--- config.mk ---
export PLATFORM = sky130hd
export DESIGN_NAME = rd_b_fc_scaled
export DESIGN_NICKNAME = d
export VERILOG_FILES = /design/src/rtl/rd_b_fc_scaled.sv
export SDC_FILE = /design/constraint.sdc
export NUM_CORES = 1
export LEC_CHECK = 0
export CAP_MARGIN = 10
export CORE_MARGIN = 2
export CORE_UTILIZATION = 35
export CTS_BUF_LIST = sky130_fd_sc_hd__clkbuf_16
export DETAILED_ROUTE_END_ITERATION = 6
export SKIP_CTS_REPAIR_TIMING = 1
export SLEW_MARGIN = 5
export SYNTH_ARGS = -nofsm -noshare
export SYNTH_HDL_FRONTEND = slang
export SYNTH_SLANG_ARGS = --single-unit
--- constraint.sdc ---
create_clock -name clk -period 4.9 [get_ports clk]
set_input_delay 0.98 -clock clk [delete_from_list [all_inputs] [get_ports clk]]
set_output_delay 0.98 -clock clk [all_outputs]
set_load 0.03 [all_outputs]
--- src/rtl/rd_b_fc_scaled.sv ---
// rd_b_fc_scaled: reads one tile of OCH_T packed 8-bit scaled activations from
// the scaled-data BRAM (4 per 32-bit word) and presents them as one flat vector.
// Build option: define RD_B_FC_SCALED_OREG_EN to add an output register stage
// on o_icht_scaled / o_valid / o_ot_done / o_n_ready (latency +1 cycle).
module rd_b_fc_scaled #(
    parameter int OCH    = 120,
    parameter int OCH_B  = 8,
    parameter int I_F_BW = 8,
    localparam int OCH_T           = OCH / OCH_B,
    localparam int B_SCALED_DATA_D = (OCH + 3) / 4,
    localparam int B_SCALED_ADDR_W = $clog2(B_SCALED_DATA_D),
    localparam int IDX_BW          = $clog2(OCH),
    localparam int OUT_W           = OCH_T * I_F_BW
) (
    input  logic                       clk,
    input  logic                       areset,
    input  logic                       i_run,
    input  logic [IDX_BW-1:0]          i_scaled_idx,
    output logic [OUT_W-1:0]           o_icht_scaled,
    output logic                       o_valid,
    output logic                       o_idle,
    output logic                       o_run,
    output logic                       o_n_ready,
    output logic                       o_en_err,
    output logic                       o_ot_done,
    output logic [B_SCALED_ADDR_W-1:0] b_o_scaled_addr,
    output logic                       b_o_scaled_ce,
    output logic [3:0]                 b_o_scaled_byte_we,
    input  logic [31:0]                b_i_scaled_q
);

    // Worst case word span of a tile (offset 3) sizes the assembly buffer.
    localparam int BUF_WORDS = (OCH_T + 6) / 4;
    localparam int BUF_W     = BUF_WORDS * 32;
    localparam int CNT_W     = $clog2(BUF_WORDS + 1);
    // One extra bit so base+n past the end of the BRAM does not wrap.
    localparam int WADDR_W   = IDX_BW + 1;

    typedef enum logic [1:0] {S_IDLE, S_READ, S_DRAIN, S_OUT} state_t;

    state_t                     state_q;
    logic [IDX_BW-1:0]          idx_q;
    logic [CNT_W-1:0]           words_q;
    logic [CNT_W-1:0]           rd_cnt_q;
    logic [CNT_W-1:0]           cap_cnt_q;
    logic [B_SCALED_ADDR_W-1:0] addr_q;
    logic                       ce_q;
    logic                       slot_q;
    logic                       cap_pend_q;
    logic                       cap_ce_q;
    logic [BUF_W-1:0]           buf_q;
    logic [BUF_W-1:0]           buf_d;
    logic [OUT_W-1:0]           data_q;
    logic                       valid_q;
    logic                       nready_q;
    logic                       err_q;
    logic                       idle;
    logic                       start;
    logic [WADDR_W-1:0]         first_waddr;
    logic [WADDR_W-1:0]         next_waddr;
    logic [CNT_W-1:0]           words_run;

    // Align the buffer by the start offset and blank activations past OCH.
    function automatic logic [OUT_W-1:0] assemble(input logic [BUF_W-1:0]  b,
                                                  input logic [IDX_BW-1:0] idx);
        logic [BUF_W-1:0] sh;
        logic [OUT_W-1:0] r;
        sh = b >> {idx[1:0], 3'b000};
        r  = sh[OUT_W-1:0];
        for (int j = 0; j < OCH_T; j++) begin
            if (int'(idx) + j >= OCH) r[j*I_F_BW +: I_F_BW] = '0;
        end
        return r;
    endfunction

    assign start       = i_run && idle;
    assign first_waddr = WADDR_W'(i_scaled_idx >> 2);
    assign next_waddr  = WADDR_W'(idx_q >> 2) + WADDR_W'(rd_cnt_q);
    assign words_run   = CNT_W'((int'(i_scaled_idx[1:0]) + OCH_T + 3) / 4);

    // Merge the word returned this cycle (zero for unissued slots) into the buffer.
    always_comb begin
        buf_d = buf_q;
        for (int w = 0; w < BUF_WORDS; w++) begin
            if (cap_pend_q && cap_cnt_q == CNT_W'(w))
                buf_d[w*32 +: 32] = cap_ce_q ? b_i_scaled_q : 32'h0;
        end
    end

    // Request FSM: issue word reads, collect returned data, emit the tile.
    always_ff @(posedge clk) begin
        if (areset) begin
            state_q    <= S_IDLE;
            idx_q      <= '0;
            words_q    <= '0;
            rd_cnt_q   <= '0;
            cap_cnt_q  <= '0;
            addr_q     <= '0;
            ce_q       <= 1'b0;
            slot_q     <= 1'b0;
            cap_pend_q <= 1'b0;
            cap_ce_q   <= 1'b0;
            buf_q      <= '0;
            data_q     <= '0;
            valid_q    <= 1'b0;
            nready_q   <= 1'b0;
            err_q      <= 1'b0;
        end else begin
            valid_q    <= 1'b0;
            nready_q   <= 1'b0;
            cap_pend_q <= slot_q;
            cap_ce_q   <= ce_q;
            buf_q      <= buf_d;
            if (cap_pend_q) cap_cnt_q <= cap_cnt_q + CNT_W'(1);
            if (i_run && !idle) err_q <= 1'b1;
            case (state_q)
                S_IDLE: begin
                    if (start) begin
                        idx_q     <= i_scaled_idx;
                        words_q   <= words_run;
                        rd_cnt_q  <= CNT_W'(1);
                        cap_cnt_q <= '0;
                        slot_q    <= 1'b1;
                        ce_q      <= (first_waddr < WADDR_W'(B_SCALED_DATA_D));
                        if (first_waddr < WADDR_W'(B_SCALED_DATA_D))
                            addr_q <= first_waddr[B_SCALED_ADDR_W-1:0];
                        state_q   <= S_READ;
                    end
                end
                S_READ: begin
                    if (rd_cnt_q == words_q) begin
                        slot_q   <= 1'b0;
                        ce_q     <= 1'b0;
                        nready_q <= 1'b1;
                        state_q  <= S_DRAIN;
                    end else begin
                        rd_cnt_q <= rd_cnt_q + CNT_W'(1);
                        ce_q     <= (next_waddr < WADDR_W'(B_SCALED_DATA_D));
                        if (next_waddr < WADDR_W'(B_SCALED_DATA_D))
                            addr_q <= next_waddr[B_SCALED_ADDR_W-1:0];
                    end
                end
                S_DRAIN: begin
                    data_q  <= assemble(buf_d, idx_q);
                    valid_q <= 1'b1;
                    state_q <= S_OUT;
                end
                S_OUT: begin
                    state_q <= S_IDLE;
                end
                default: state_q <= S_IDLE;
            endcase
        end
    end

`ifdef RD_B_FC_SCALED_OREG_EN
    logic [OUT_W-1:0] data2_q;
    logic             valid2_q;
    logic             nready2_q;

    // Retiming stage: delay result, valid/done and n_ready by one cycle.
    always_ff @(posedge clk) begin
        if (areset) begin
            data2_q   <= '0;
            valid2_q  <= 1'b0;
            nready2_q <= 1'b0;
        end else begin
            valid2_q  <= valid_q;
            nready2_q <= nready_q;
            if (valid_q) data2_q <= data_q;
        end
    end

    // The request stays busy until the delayed done pulse has been seen.
    assign idle          = (state_q == S_IDLE) && !valid2_q;
    assign o_icht_scaled = data2_q;
    assign o_valid       = valid2_q;
    assign o_ot_done     = valid2_q;
    assign o_n_ready     = nready2_q;
`else
    assign idle          = (state_q == S_IDLE);
    assign o_icht_scaled = data_q;
    assign o_valid       = valid_q;
    assign o_ot_done     = valid_q;
    assign o_n_ready     = nready_q;
`endif

    assign o_idle             = idle;
    assign o_run              = !idle;
    assign o_en_err           = err_q;
    assign b_o_scaled_addr    = addr_q;
    assign b_o_scaled_ce      = ce_q;
    assign b_o_scaled_byte_we = 4'b0000;

endmodule

; ---- Word-level counts from Yosys, hierarchy flattened
; Cells that the tools add are included.
[word_totals]
ff_bits = 310
output_inout_bits = 136
elab_cells = 130
input_bits = 42
[classes]
n_addsub = 20
eq_ne = 13
n_mux = 43
reduce_logical = 19
bitwise = 2
n_shift = 1
order_cmp = 17
[ops]
columns = cell, count
row1 = two-way mux 32 bit, 6
row2 = right shift 160 x 5 -> 120 bit, 1
row3 = two-way mux 8 bit, 15
row4 = >= comparator 8 x 7 -> 1 bit (second input constant), 14
row5 = adder 7 x 4 -> 8 bit (second input constant), 7
row6 = adder 7 x 3 -> 8 bit (second input constant), 4
row7 = two-way mux 5 bit, 4
row8 = adder 7 x 2 -> 8 bit (second input constant), 2
row9 = two-way mux 3 bit, 5
row10 = case mux 5 bit (2 select lines), 1
row11 = adder 7 x 1 -> 8 bit (second input constant), 1
row12 = case mux 2 bit (4 select lines), 1
row13 = >= comparator 7 bit (second input constant), 1
row14 = logical AND 1 bit, 7
row15 = adder 3 x 1 -> 3 bit (second input constant), 2
row16 = adder 5 x 3 -> 6 bit, 1
row17 = equality test 3 x 2 -> 1 bit (second input constant), 2
row18 = less-than comparator 6 x 5 -> 1 bit (second input constant), 1
row19 = two-way mux 1 bit, 6
row20 = != test 2 bit (second input constant), 3
row21 = case mux 3 bit (2 select lines), 1
row22 = AND reduction 2 bit, 3
row23 = AND reduction 3 bit, 2
row24 = adder 2 x 4 -> 5 bit (second input constant), 1
row25 = other kinds (19), 24

; ---- Longest topological paths before layout
; Gate-level depths: netlist (run 1).
[depth]
ltp_word = 5
ltp_mapped = 10
depth_no_buf = 8

; ---- Worst setup path before layout (run 1)
; Ideal clock, no wire load.
[synth_timing]
path_kind = register to register
from = register idx_q[3]
to = register addr_q[3] (netlist: b_o_scaled_addr[3])
path_slack_ns = 2.681
t_arrival_ns = 2.128
setup_ns = 0.091
required_ns = 4.809
path_stages_with_launch = 8
cell_sequence = dfxtp_1 > inv_1 > fa_1 > xor2_1 > a2111oi_1 > a21o_1 > nor2_1 > a311oi_1
[synth_via]
elab_chain_len = 4
elab_cells_between_ends = 7
[synth_lines]
columns = element, line_no
row1 = start: declaration, 42  ; logic [IDX_BW-1:0] idx_q;
row2 = start signal: assignment, 119  ; idx_q <= i_scaled_idx;
row3 = adder 5 x 3 -> 6 bit *, 78  ; assign next_waddr = WADDR_W'(idx_q >> 2) + WADDR_W'(rd_cnt_q);
row4 = less-than comparator 6 x 5 -> 1 bit or two-way mux 5 bit (tied branches), 139  ; if (next_waddr < WADDR_W'(B_SCALED_DATA_D))
row5 = != test 2 bit (no source line) or two-way mux 5 bit (tied branches), --
row6 = AND reduction 5 bit (no source line) or case mux 5 bit (2 select lines) (tied branches), --
row7 = end signal: assignment, 126  ; addr_q <= first_waddr[B_SCALED_ADDR_W-1:0];
row8 = end signal: assignment, 140  ; addr_q <= next_waddr[B_SCALED_ADDR_W-1:0];
row9 = end: declaration, 46  ; logic [B_SCALED_ADDR_W-1:0] addr_q;
; Mark *: on every way between the ends. The rest lies on a longest branch, timed or not. The select of a mux whose other input is x is not followed.
; A chain may end at the register's enable or synchronous reset.

; ---- Final worst setup path (run 1)
[layout_timing]
from = register idx_q[3]
to = register data_q[72] (netlist: o_icht_scaled[72])
[layout_via]
elab_chain_len = 3
[layout_lines]
columns = element, line_no
row1 = adder 7 x 4 -> 8 bit, 71  ; if (int'(idx) + j >= OCH) r[j*I_F_BW +: I_F_BW] = '0;
row2 = >= comparator 8 x 7 -> 1 bit, 71
row3 = two-way mux 8 bit, 71
row4 = end signal: assignment, 144  ; data_q <= assemble(buf_d, idx_q);
row5 = end: declaration, 53  ; logic [OUT_W-1:0] data_q;
; Every way passes these cells.

==> impl_metrics.ini, run 1 <==
[logic_synthesis]
postSynthCellCount = 1555
synth_edf_count = 0
async_flop_share_pct = 0
ys_ff_latch = 292
yosys-top-cells-area = dfxtp_1, mux2i_1, nor2_1, nand2_1, o21ai_0
yosysWarnings = 0
syn_area_per_cell_sq_um = 9.30
yosysTopAreaCellShare_pct = 40.4
syn_area_sq_um = 14500
ys_types = 74
yosysSeqAreaShare_pct = 40.4
yosysTopAreaCell = dfxtp_1
synth-main-ff-cell = dfxtp_1

[critical_path]
arrival_ns = 3.58
cp_slowest_cell = a22oi_1
cp_data_required_time_ns = 5.25
max_stage_delay_ns = 0.88
cp_max_fo = 12
start_kind = flop
worst-setup-path-type = reg2reg
cp-end-kind = flop
regToRegSetupSlack_ns = 1.68
critical_path.cell_chain = ha_1, buf_4, nand2_1, o31ai_1, a221oi_1, a22oi_1, o21ai_0

[layout]
area_growth_pct = 21.1
drive_above_1_share_pct = 7.27
fin_nets = 1732

[sta]
max_slew_margin_pct = 21.7
finalSetupTns_ns = 0
worst_pin_slew_ns = 1.17
layout_setup_ws_ns = 1.68
fin_crit_sh_pct = 65.8
rsz0062_at_grt = false
fin_crit_ns = 3.22
finalMaxSlewViolations = 0
max_freq_ghz = 0.310
setup_viol = 0
finClkSkew_ns = 0.0196
finalHoldViolCount = 0

[route]
drcViolationCount = 1
antenna_left = 0
via_per_inst = 5.43
vias = 12100
drt_iter0_drc = 1049
wl_per_cell_microns = 22.9
drt_pass1_iterations = 7
drt-total-wl_microns = 51000

[die]
die_x_microns = 207
die_y_microns = 207
start_util_pct = 35.4
std_cell_rows = 74
die_area_sq_um = 42900
ioPinCount = 178
design.core.area_sq_um = 40800

[run_status]
violations = DRC
status = finished with violations

[min_path]
hp-class = reg2reg

[global_route]
globalRouteTotalUtil_pct = 23.1
grt_max_degree = 90
antenna_found_initial = 3
grt_pass1_wl_microns = 76600
grt-ovfl-total = 0
grt_pass1_vias = 11900

[placement]
place_ws_ns = 1.43
place_congestion = 0.834
io_buffers = 173
hpwl_microns = 36900

[power_and_ir_drop]
p_per_area_nw_per_um2 = 389
ir_worst_vdd_uv = 290
p_leak_uw = 0.00687

[cts]
cts_tree = yes
cts.sinks = 292
cts_made_buffers = 35
root_buffer = clkbuf_16
cts_buffer_depth = 3
path_clk_slew_ns = 0.06
htree_levels = 2
clkLatencyLatePin_ns = 0.52

[job]
drv_cap = 0
-- per-layer routing --
| metal | up-vias | wire length (microns) | global-route usage [%] |
|---|---|---|---|
| met4 | 0 | 1520 | 7.73 |
| met3 | 71 | 3640 | 4.69 |
| li1 | 5721 | - | - |
| met2 | 471 | 22900 | 36.3 |
| met1 | 5827 | 22900 | 31.6 |
| met5 | - | 0 | 0 |
-- power breakdown --
group | internal, uW | switching, uW | leakage (uW)
sequential | 2460 | 120 | 0.00236
clock | 1440 | 1040 | 0.000563
combinational | 592 | 1160 | 0.00395
total | 4490 | 2320 | 0.00687
-- placed cells by master, fill, tap and decap left out, types with 19 or more instances in the layout --
master	instances
a22oi_1	46
a21oi_1	61
dfxtp_1	290
clkdlybuf4s50_1	172
clkbuf_16	36
inv_1	26
ha_1	19
o21ai_0	84
buf_4	25
mux2i_1	301
nand2_1	150
o21ai_1	19
and2_1	20
nor2_1	191
-- registers in the layout, indices dropped and copies added (netlist names) --
register,flops
rd_cnt_q,3
o_en_err,1
slot_q,1
words_q,1
cap_pend_q,1
o_n_ready,1
buf_q,144
b_o_scaled_addr,5
state_q,2
idx_q,7
b_o_scaled_ce,1
o_ot_done,1
o_icht_scaled,120
cap_cnt_q,3
cap_ce_q,1
-- synthesized netlist by cell type (all sizes together), types with 8 or more instances --
cell type,count
o21ai,103
mux2,16
nor2,193
ha,19
buf,71
nand2,150
o31ai,14
a221o,8
nand3,11
a22o,16
dfxtp,292
a32o,8
a21oi,62
mux4,13
a22oi,46
and2,36
nor3,12
o21a,17
mux2i,303
clkbuf,53
inv,20
-- final timing paths --
path	startpoint	endpoint	cells after the start
min reg2reg	o_icht_scaled[86]	o_icht_scaled[86]	2
max	idx_q[3]	o_icht_scaled[72]	7
min	o_icht_scaled[86]	o_icht_scaled[86]	2
max reg2reg	idx_q[3]	o_icht_scaled[72]	7
-- worst max-delay path: cells and delay by family (launching register included) --
kind / cells / cell delay (ns)
adders and majority gates: 1 / 0.54
AOI/OAI and AO/OA: 4 / 1.37
buffers and inverters: 1 / 0.26
DFF: 1 / 0.65
and+or+nand+nor: 1 / 0.22
-- area by class of cell --
type / count / area, sq um
diodes: 2 / 5.00
flip-flops and latches: 292 / 5850
multi-input cells: 1122 / 7870
fillers: 3956 / 23300
inverters: 20 / 78.8
clock inverters: 24 / 180
well taps: 532 / 666
clock buffers: 36 / 901
repair buffers: 199 / 1950
-- cells by family after synthesis --
family | share of synthesized area [%]
AO/OA/AOI/OAI | 14.7
XOR/XNOR | 0.667
adder cells (fa/ha/maj) | 1.78
buffers and inverters | 5.28
flip-flops | 40.4
multiplexers | 24.3
other | 0.0259
AND/OR/NAND/NOR | 12.8
-- through the flow --
stage	hold slack (ns)	total power [uW]	cells	utilization, %	cell area (sq um)
final	0.447	6810	2227	42.9	17500
after global placement	0.440	4350	2165	40.2	16400
after floorplan	0.438	3790	1558	-	14500
after CTS	0.451	6830	2225	42.8	17500
after global routing	0.477	7080	2225	42.8	17500
after detailed placement	0.442	4360	2165	40.2	16400
Note: power is estimated with default switching activity, not from simulation.
==> inputs of run 2 (changes only) <==
clock period = 3.2 ns   (was 4.9 ns; I/O delays follow)
==> impl_metrics.ini, run 2 (same netlist as run 1, synthesis figures left out) <==
[power_and_ir_drop]
p_per_area_nw_per_um2 = 591
p_leak_uw = 0.00700
ir_worst_vdd_uv = 513
p_total_uw = 10500

[sta]
worst_pin_slew_ns = 0.897
max_slew_margin_pct = 40.2
max_freq_ghz = 0.363
fin_crit_ns = 2.75
finalMaxSlewViolations = 0
finalSetupTns_ns = 0
fin_crit_sh_pct = 86.1
setup_viol = 0
finalHoldViolCount = 0
finClkSkew_ns = 0.0236
rsz0062_at_grt = false

[layout]
largest_reg_flops = 144
multi_input_area_sq_um = 7870
nFillCells = 3975
fin_nets = 1761
final_area_sq_um = 17700
final_cell_mix = mux2i_1, dfxtp_1, nor2_1
instances_no_fill = 2256
drive_above_1_share_pct = 8.83
area_growth_pct = 22.7
top_register = buf_q
seq_area_sq_um = 5850
final_common_cell = mux2i_1

[cts]
clkLatencyLatePin_ns = 0.53
cts.sinks = 292
cts_buffer_depth = 3
cts_tree = yes
htree_levels = 2
root_buffer = clkbuf_16
cts_made_buffers = 35
path_clk_slew_ns = 0.06

[route]
wl_per_cell_microns = 23.6
drt-total-wl_microns = 53300
drt_iter0_drc = 1214
drcViolationCount = 0
via_per_inst = 5.50
vias = 12400
antenna_left = 0
drt_pass1_iterations = 6

[critical_path]
cp-end-kind = flop
arrival_ns = 3.13
cp_max_fo = 12
start_kind = flop
cp_data_required_time_ns = 3.57
ff2ff_path_depth = 8
worst-setup-path-type = reg2reg

[min_path]
min_path_cells = 2
hp-class = reg2reg

[die]
die_area_sq_um = 42900
std_cell_rows = 74
ioPinCount = 178
die_x_microns = 207
start_util_pct = 35.4
design.core.area_sq_um = 40800
die_y_microns = 207

[run_status]
status = finished clean

[global_route]
globalRouteTotalUtil_pct = 24.1
antenna_found_initial = 2
grt_pass1_wl_microns = 79100
grt_pass1_vias = 12200
grt.met1_usage_pct = 33.2
grt_busiest_layer = met2
grt_max_degree = 174
met2_usage_pct = 36.6
grt_use_met3_pct = 5.34
grt-ovfl-total = 0

[placement]
hpwl_microns = 38000
dp.cells = 2194
place_congestion = 0.880
placed_area_sq_um = 16700
io_buffers = 173

[job]
drv_cap = 0
[run 2: path summary, 6_finish.rpt]
check,start,to,slack (ns)
setup / recovery,cap_cnt_q[0],o_icht_scaled[114],0.45
hold / removal,o_icht_scaled[93],o_icht_scaled[93],0.44
setup reg to reg,cap_cnt_q[0],o_icht_scaled[114],0.45
hold reg to reg,o_icht_scaled[93],o_icht_scaled[93],0.44
[run 2: metal layers]
layer	wire (microns)	share of wire, %
met5	77	0.14
met4	1910	3.6
met3	4080	7.7
met2	23300	44
met1	24000	45
[run 2: area by class of cell]
cell class,count,area share [%]
inverter,20,0.444
sequential,292,33.0
clock buffer,35,4.94
tap,532,3.75
multi-input combinational,1122,44.3
clock inverter,25,0.945
antenna,2,0.0282
timing repair buffer,228,12.6
[run 2: critical path, cell delays in order, from the launching register on]
cell and delay (ns):
dfxtp_1 0.39, ha_1 0.18, ha_1 0.13, and2_2 0.46
buf_4 0.28, mux2i_1 0.36, mux2i_1 0.15, mux2i_1 0.51
o31ai_1 0.12
[run 2: per-stage QoR]
| stage | hold WS, ns | utilization, % | setup WS, ns |
|---|---|---|---|
| 2_1_floorplan | 0.438 | - | 0.981 |
| 3_3_place_gp | 0.437 | 40.9 | 0.368 |
| 3_5_place_dp | 0.440 | 40.9 | 0.422 |
| 4_1_cts | 0.447 | 43.4 | 0.445 |
| 5_1_grt | 0.463 | 43.4 | 0.300 |
| 6_report | 0.442 | 43.4 | 0.445 |
[run 2: where the power goes]
group | internal, uW | switching (uW) | total, uW
Clock | 2140 | 1580 | 3720
Combinational | 981 | 1810 | 2790
Sequential | 3770 | 204 | 3970
